## src/rtl/vrf_read_port_arbiter.sv

```systemverilog
// vrf_read_port_arbiter
//
// Shares one VRF bank read port among NUM_REQ requesters (lane stages, LSU,
// cross-lane read units). Selection is round-robin; a requester that is
// granted while the port stalls keeps the grant until it fires or drops its
// request. Every fired read is tracked through a READ_LATENCY-deep pipeline
// so the returning read data can be flagged for the requester that issued it.
//
// Handshake: a transfer happens on a cycle where valid and ready are both
// high. vrf_valid never waits for vrf_ready. req_ready[i] is high only on the
// cycle requester i's request is taken by the VRF port. Once a requester is
// stalled, its grant and forwarded fields stay stable while it holds valid.
//
// Ports:
//   clock, reset               single clock, synchronous active-high reset
//   req_valid / req_ready      per-requester request handshake
//   req_vs, req_readSource,
//   req_offset,
//   req_instructionIndex       packed per-requester fields (requester i in
//                              slice i of each bus)
//   vrf_valid / vrf_ready      request handshake toward the VRF read port
//   vrf_vs, vrf_readSource,
//   vrf_offset,
//   vrf_instructionIndex       fields of the granted requester (0 when idle)
//   vrf_readData               VRF data, valid READ_LATENCY cycles after fire
//   resp_valid                 one-hot: vrf_readData belongs to requester i
//   resp_data                  read data, shared by all requesters
//   busy                       any read still in the latency pipeline

module vrf_read_port_arbiter #(
    parameter int NUM_REQ      = 4,
    parameter int READ_LATENCY = 2,
    parameter int DATA_W       = 32
) (
    input  logic                   clock,
    input  logic                   reset,
    input  logic [NUM_REQ-1:0]     req_valid,
    output logic [NUM_REQ-1:0]     req_ready,
    input  logic [NUM_REQ*5-1:0]   req_vs,
    input  logic [NUM_REQ*2-1:0]   req_readSource,
    input  logic [NUM_REQ*2-1:0]   req_offset,
    input  logic [NUM_REQ*3-1:0]   req_instructionIndex,
    output logic                   vrf_valid,
    input  logic                   vrf_ready,
    output logic [4:0]             vrf_vs,
    output logic [1:0]             vrf_readSource,
    output logic [1:0]             vrf_offset,
    output logic [2:0]             vrf_instructionIndex,
    input  logic [DATA_W-1:0]      vrf_readData,
    output logic [NUM_REQ-1:0]     resp_valid,
    output logic [DATA_W-1:0]      resp_data,
    output logic                   busy
);

    localparam int IDX_W = (NUM_REQ > 1) ? $clog2(NUM_REQ) : 1;
    localparam int LAST  = READ_LATENCY - 1;

    // Arbitration state: round-robin pointer plus the stall lock.
    logic [IDX_W-1:0] rr_ptr, rr_ptr_nxt;
    logic             lock_valid, lock_valid_nxt;
    logic [IDX_W-1:0] lock_idx, lock_idx_nxt;

    logic [IDX_W-1:0] grant;
    logic             fire;

    // Latency pipeline: stage 0 is loaded on the fire cycle.
    logic [READ_LATENCY-1:0] pipe_valid;
    logic [IDX_W-1:0]        pipe_idx [READ_LATENCY];

    // ------------------------------------------------------------------
    // State register
    // ------------------------------------------------------------------
    always_ff @(posedge clock) begin
        if (reset) begin
            rr_ptr     <= '0;
            lock_valid <= 1'b0;
            lock_idx   <= '0;
        end else begin
            rr_ptr     <= rr_ptr_nxt;
            lock_valid <= lock_valid_nxt;
            lock_idx   <= lock_idx_nxt;
        end
    end

    // ------------------------------------------------------------------
    // Next-state logic
    // ------------------------------------------------------------------
    always_comb begin
        rr_ptr_nxt     = rr_ptr;
        lock_valid_nxt = 1'b0;
        lock_idx_nxt   = lock_idx;
        if (fire) begin
            // Explicit wrap so non-power-of-two NUM_REQ stays in range.
            rr_ptr_nxt = (grant == IDX_W'(NUM_REQ - 1)) ? '0 : grant + IDX_W'(1);
        end else if (vrf_valid) begin
            lock_valid_nxt = 1'b1;
            lock_idx_nxt   = grant;
        end
    end

    // ------------------------------------------------------------------
    // Output logic: grant selection and forwarded fields
    // ------------------------------------------------------------------
    always_comb begin
        logic             found;
        logic [IDX_W-1:0] cand;
        found = 1'b0;
        cand  = '0;
        grant = rr_ptr;
        for (int k = 0; k < NUM_REQ; k++) begin
            if (int'(rr_ptr) + k >= NUM_REQ) begin
                cand = IDX_W'(int'(rr_ptr) + k - NUM_REQ);
            end else begin
                cand = IDX_W'(int'(rr_ptr) + k);
            end
            if (!found && req_valid[cand]) begin
                grant = cand;
                found = 1'b1;
            end
        end
        // A stalled requester that still holds valid keeps the port; if it
        // dropped valid the lock simply stops applying this cycle.
        if (lock_valid && req_valid[lock_idx]) begin
            grant = lock_idx;
        end
    end

    assign vrf_valid = |req_valid;
    assign fire      = vrf_valid & vrf_ready;

    always_comb begin
        vrf_vs               = '0;
        vrf_readSource       = '0;
        vrf_offset           = '0;
        vrf_instructionIndex = '0;
        if (vrf_valid) begin
            vrf_vs               = req_vs[int'(grant)*5 +: 5];
            vrf_readSource       = req_readSource[int'(grant)*2 +: 2];
            vrf_offset           = req_offset[int'(grant)*2 +: 2];
            vrf_instructionIndex = req_instructionIndex[int'(grant)*3 +: 3];
        end
    end

    always_comb begin
        req_ready = '0;
        for (int i = 0; i < NUM_REQ; i++) begin
            req_ready[i] = fire && (grant == IDX_W'(i));
        end
    end

    // ------------------------------------------------------------------
    // Read latency pipeline (no back-pressure, shifts every cycle)
    // ------------------------------------------------------------------
    always_ff @(posedge clock) begin
        if (reset) begin
            for (int s = 0; s < READ_LATENCY; s++) begin
                pipe_valid[s] <= 1'b0;
                pipe_idx[s]   <= '0;
            end
        end else begin
            pipe_valid[0] <= fire;
            pipe_idx[0]   <= grant;
            for (int s = 1; s < READ_LATENCY; s++) begin
                pipe_valid[s] <= pipe_valid[s-1];
                pipe_idx[s]   <= pipe_idx[s-1];
            end
        end
    end

    always_comb begin
        resp_valid = '0;
        for (int i = 0; i < NUM_REQ; i++) begin
            resp_valid[i] = pipe_valid[LAST] && (pipe_idx[LAST] == IDX_W'(i));
        end
    end

    assign resp_data = vrf_readData;
    assign busy      = |pipe_valid;

endmodule

```

## config.mk

```make
export PLATFORM = sky130hd
export DESIGN_NAME = vrf_read_port_arbiter
export DESIGN_NICKNAME = d
export VERILOG_FILES = /design/src/rtl/vrf_read_port_arbiter.sv
export SDC_FILE = /design/constraint.sdc
export NUM_CORES = 1
export LEC_CHECK = 0
export ABC_AREA = 1
export ABC_CLOCK_PERIOD_IN_PS = 2400
export CAP_MARGIN = 20
export CORE_ASPECT_RATIO = 0.6
export CORE_MARGIN = 4
export CORE_UTILIZATION = 33
export CTS_CLUSTER_SIZE = 24
export DETAILED_ROUTE_END_ITERATION = 10
export HOLD_SLACK_MARGIN = 0.03
export PLACE_DENSITY_LB_ADDON = 0.25
export REMOVE_ABC_BUFFERS = 1
export SLEW_MARGIN = 20
export SYNTH_ARGS = -nofsm -noshare
export SYNTH_HDL_FRONTEND = slang
export SYNTH_SLANG_ARGS = --single-unit
```

## constraint.sdc

```tcl
create_clock -name clock -period 2.4 [get_ports clock]
set_input_delay 0.24 -clock clock [delete_from_list [all_inputs] [get_ports clock]]
set_output_delay 0.24 -clock clock [all_outputs]
set_load 0.05 [all_outputs]
```

==> results.ini <==
[synthesis]
yosysSeqAreaShare = 0.134
async_flop_share = 0
synth_edf_count = 0
netlist_area_um2 = 1640
syn-instance-count = 295
synthFlopType = dfxtp_1
synthTopCellsByArea = nand2_1 22%, buf_4 15%, dfxtp_1 13%, nand3_1 13%, nor2_1 8.7%
synth_adder_area_share = 0.0304
synth_cell_types = 25
synth_top_family_by_area = simple AND/OR/NAND/NOR gates
ys_ff_latch = 11
synth_xor_area_frac = 0
synth_compound_area_frac = 0.0411
synth_top_area_cell = nand2_1
synth_most_common_cell = nand2_1
synth.avg_cell_area_um2 = 5.57
muxShareOfSynthArea = 0
yosys-top-cells-count = 95 x nand2_1, 44 x nand3_1, 38 x nor2_1
yosys.area_share.simple = 0.524
yosysTopAreaCellShare = 0.217
yosys_warnings = 0

[final_layout]
fillCellCount = 433
layout-drive-gt1-share = 0.372
finish.utilization = 0.617
n_antenna_cell = 0
nets = 447
seqCellArea_um2 = 228
syn2layout_area_growth_pct = 75.7
multi_input_area_um2 = 1220

[power_and_ir_drop]
power_leakage_nw = 1.40
ir_worst_vdd_mv = 1.40
p_per_area_nw_per_um2 = 1910
p_total_mw = 5.52

[setup_path]
cp-start-kind = register
reg2reg_depth = 16
r2r-start = rr_ptr[0]
regToRegSetupSlack_ns = 0.37
cp.arrival_ns = 2.24
reg2reg_to = rr_ptr[1]
end_kind = primary output
cp.required_ns = 2.16
cp_max_fo = 7
path_class = register to primary output

[status]
violations = setup timing
status = finished, violations left

[sta]
slew_headroom = 0.664
slew_viol_final = 0
skew_ns = 0.00134
worst_slack_ns = -0.0816
hold_viol = 0
setup_viol = 16
fin_crit_ns = 2.48
rsz0062_at_grt = true
worst_pin_slew_ns = 0.503
fmax_mhz = 403
period_share = 1.03
whs_ns = 0.403

[floorplanning]
pin_count = 141
die_h_um = 62.7
die_x_um = 99.1
initial_core_util = 0.351
die-area_um2 = 6210
rows = 19
core_area_um2 = 4680

[global_routing]
grt_max_degree = 25
grt-ovfl-total = 0
track_usage = 0.202
grt_pass1_wl_um = 10100
grt_antenna_before_repair = 0
grt_pass1_vias = 1806

[clock_network]
cts.htree.levels = 1
numCtsBuffers = 3
cts_tree = yes
cts_sinks = 11
cts_root_buf = clkbuf_8
clk_path_buf_depth = 2
cts.reportedPaths.clkPinSlew_ns = 0.05
clock_latency_ns = 0.23

[drt]
via_count = 2021
drt_iter0_markers = 72
first_pass_iters = 6
routed_via_density = 4.83
drc = 0
ant_nets = 0
drt_wl_total_um = 6500
wl_per_cell_um = 15.5

[placement]
dp_hpwl_um = 4700
gp_congestion = 0.825
portBuffers = 76
pre_cts_ws_ns = -0.239

[min_path]
hp-class = register to register
min_from = pipe_idx[0][0]
min_to = pipe_idx[0][2]
holdPathStages = 2

[job]
drv_cap = 0

power by group:
| group | internal (mW) | switching (mW) |
|---|---|---|
| Sequential | 0.235 | 0.0556 |
| Clock | 0.116 | 0.0645 |
| Combinational | 2.31 | 2.74 |
registers in the layout, summed over array words and instances, names as in the netlist:
name,flops
pipe_valid,2
lock_valid,1
lock_idx,2
rr_ptr,2
pipe_idx,4
layout by cell type, fill, tap and decap left out, types with 5 or more instances in the layout:
master / n
nand2_1: 68
clkdlybuf4s50_1: 55
nand2_2: 34
nand3_1: 32
inv_1: 19
nor2_2: 18
buf_12: 18
nor2_1: 17
buf_4: 15
nand3_2: 13
dfxtp_1: 9
nand2_4: 6
buf_8: 6
inv_2: 5
area by class of cell:
class / instances / area share
multi-input combinational: 213 / 0.421
timing repair buffer: 101 / 0.420
sequential: 11 / 0.0788
inverter: 26 / 0.0372
tap: 63 / 0.0273
clock buffer: 4 / 0.0156
stage by stage:
stage | cell area, µm² | std cells | TNS (ns)
finish | 2890 | 418 | -0.966
detailed placement | 2430 | 406 | -3.12
floorplan | 1300 | 250 | -7.11
CTS | 2710 | 417 | -0.548
global placement | 2430 | 406 | -2.60
global route | 2890 | 418 | -3.54
how the worst max path moves through the flow:
stage            startpoint                       to  slack, ns  cells past startpoint
5_1_grt           rr_ptr[0]                vrf_vs[2]      -0.24                     17
2_1_floorplan     rr_ptr[0]             req_ready[1]      -0.50                     15
3_5_place_dp   req_valid[0]            vrf_offset[0]      -0.24                     17
3_3_place_gp   req_valid[0]  vrf_instructionIndex[1]      -0.20                     17
4_1_cts           rr_ptr[0]        vrf_readSource[1]      -0.05                     17
6_report          rr_ptr[0]                vrf_vs[2]      -0.08                     17
worst max-delay path: stages, from the launching register on:
cell	delay, ns
dfxtp_4	0.38
buf_8	0.15
nand2_2	0.06
nand2_2	0.09
nand2_1	0.08
nand2_2	0.08
nand2_2	0.07
nor2_2	0.09
nand2_1	0.07
nand2_2	0.08
nand2_4	0.09
nand2_8	0.13
clkbuf_16	0.15
nand2_1	0.05
nand3_1	0.06
nand2_1	0.06
nor2_2	0.16
buf_12	0.15
per-layer routing:
layer	vias up	GRT usage	part of all wire
li1	1008	-	-
met1	921	0.290	0.45
met2	84	0.267	0.43
met3	8	0.107	0.12
met4	0	0.0170	0.0097
met5	-	0.0598	0
timing repair:
action                                  CTS  global route
endpoints found under the setup margin   16            16
gates resized for setup                  56            44
buffers inserted                          5             0
hold buffers                              0             0
cloned                                    2             1
pin swaps                                25            26
cell families after synthesis:
group / count (synthesis)
AO/OA/AOI/OAI: 10
adder cells (fa/ha/maj): 4
buffers and inverters: 71
flip-flops: 11
AND/OR/NAND/NOR: 199
No activity file was read; power rests on OpenSTA's default activity.
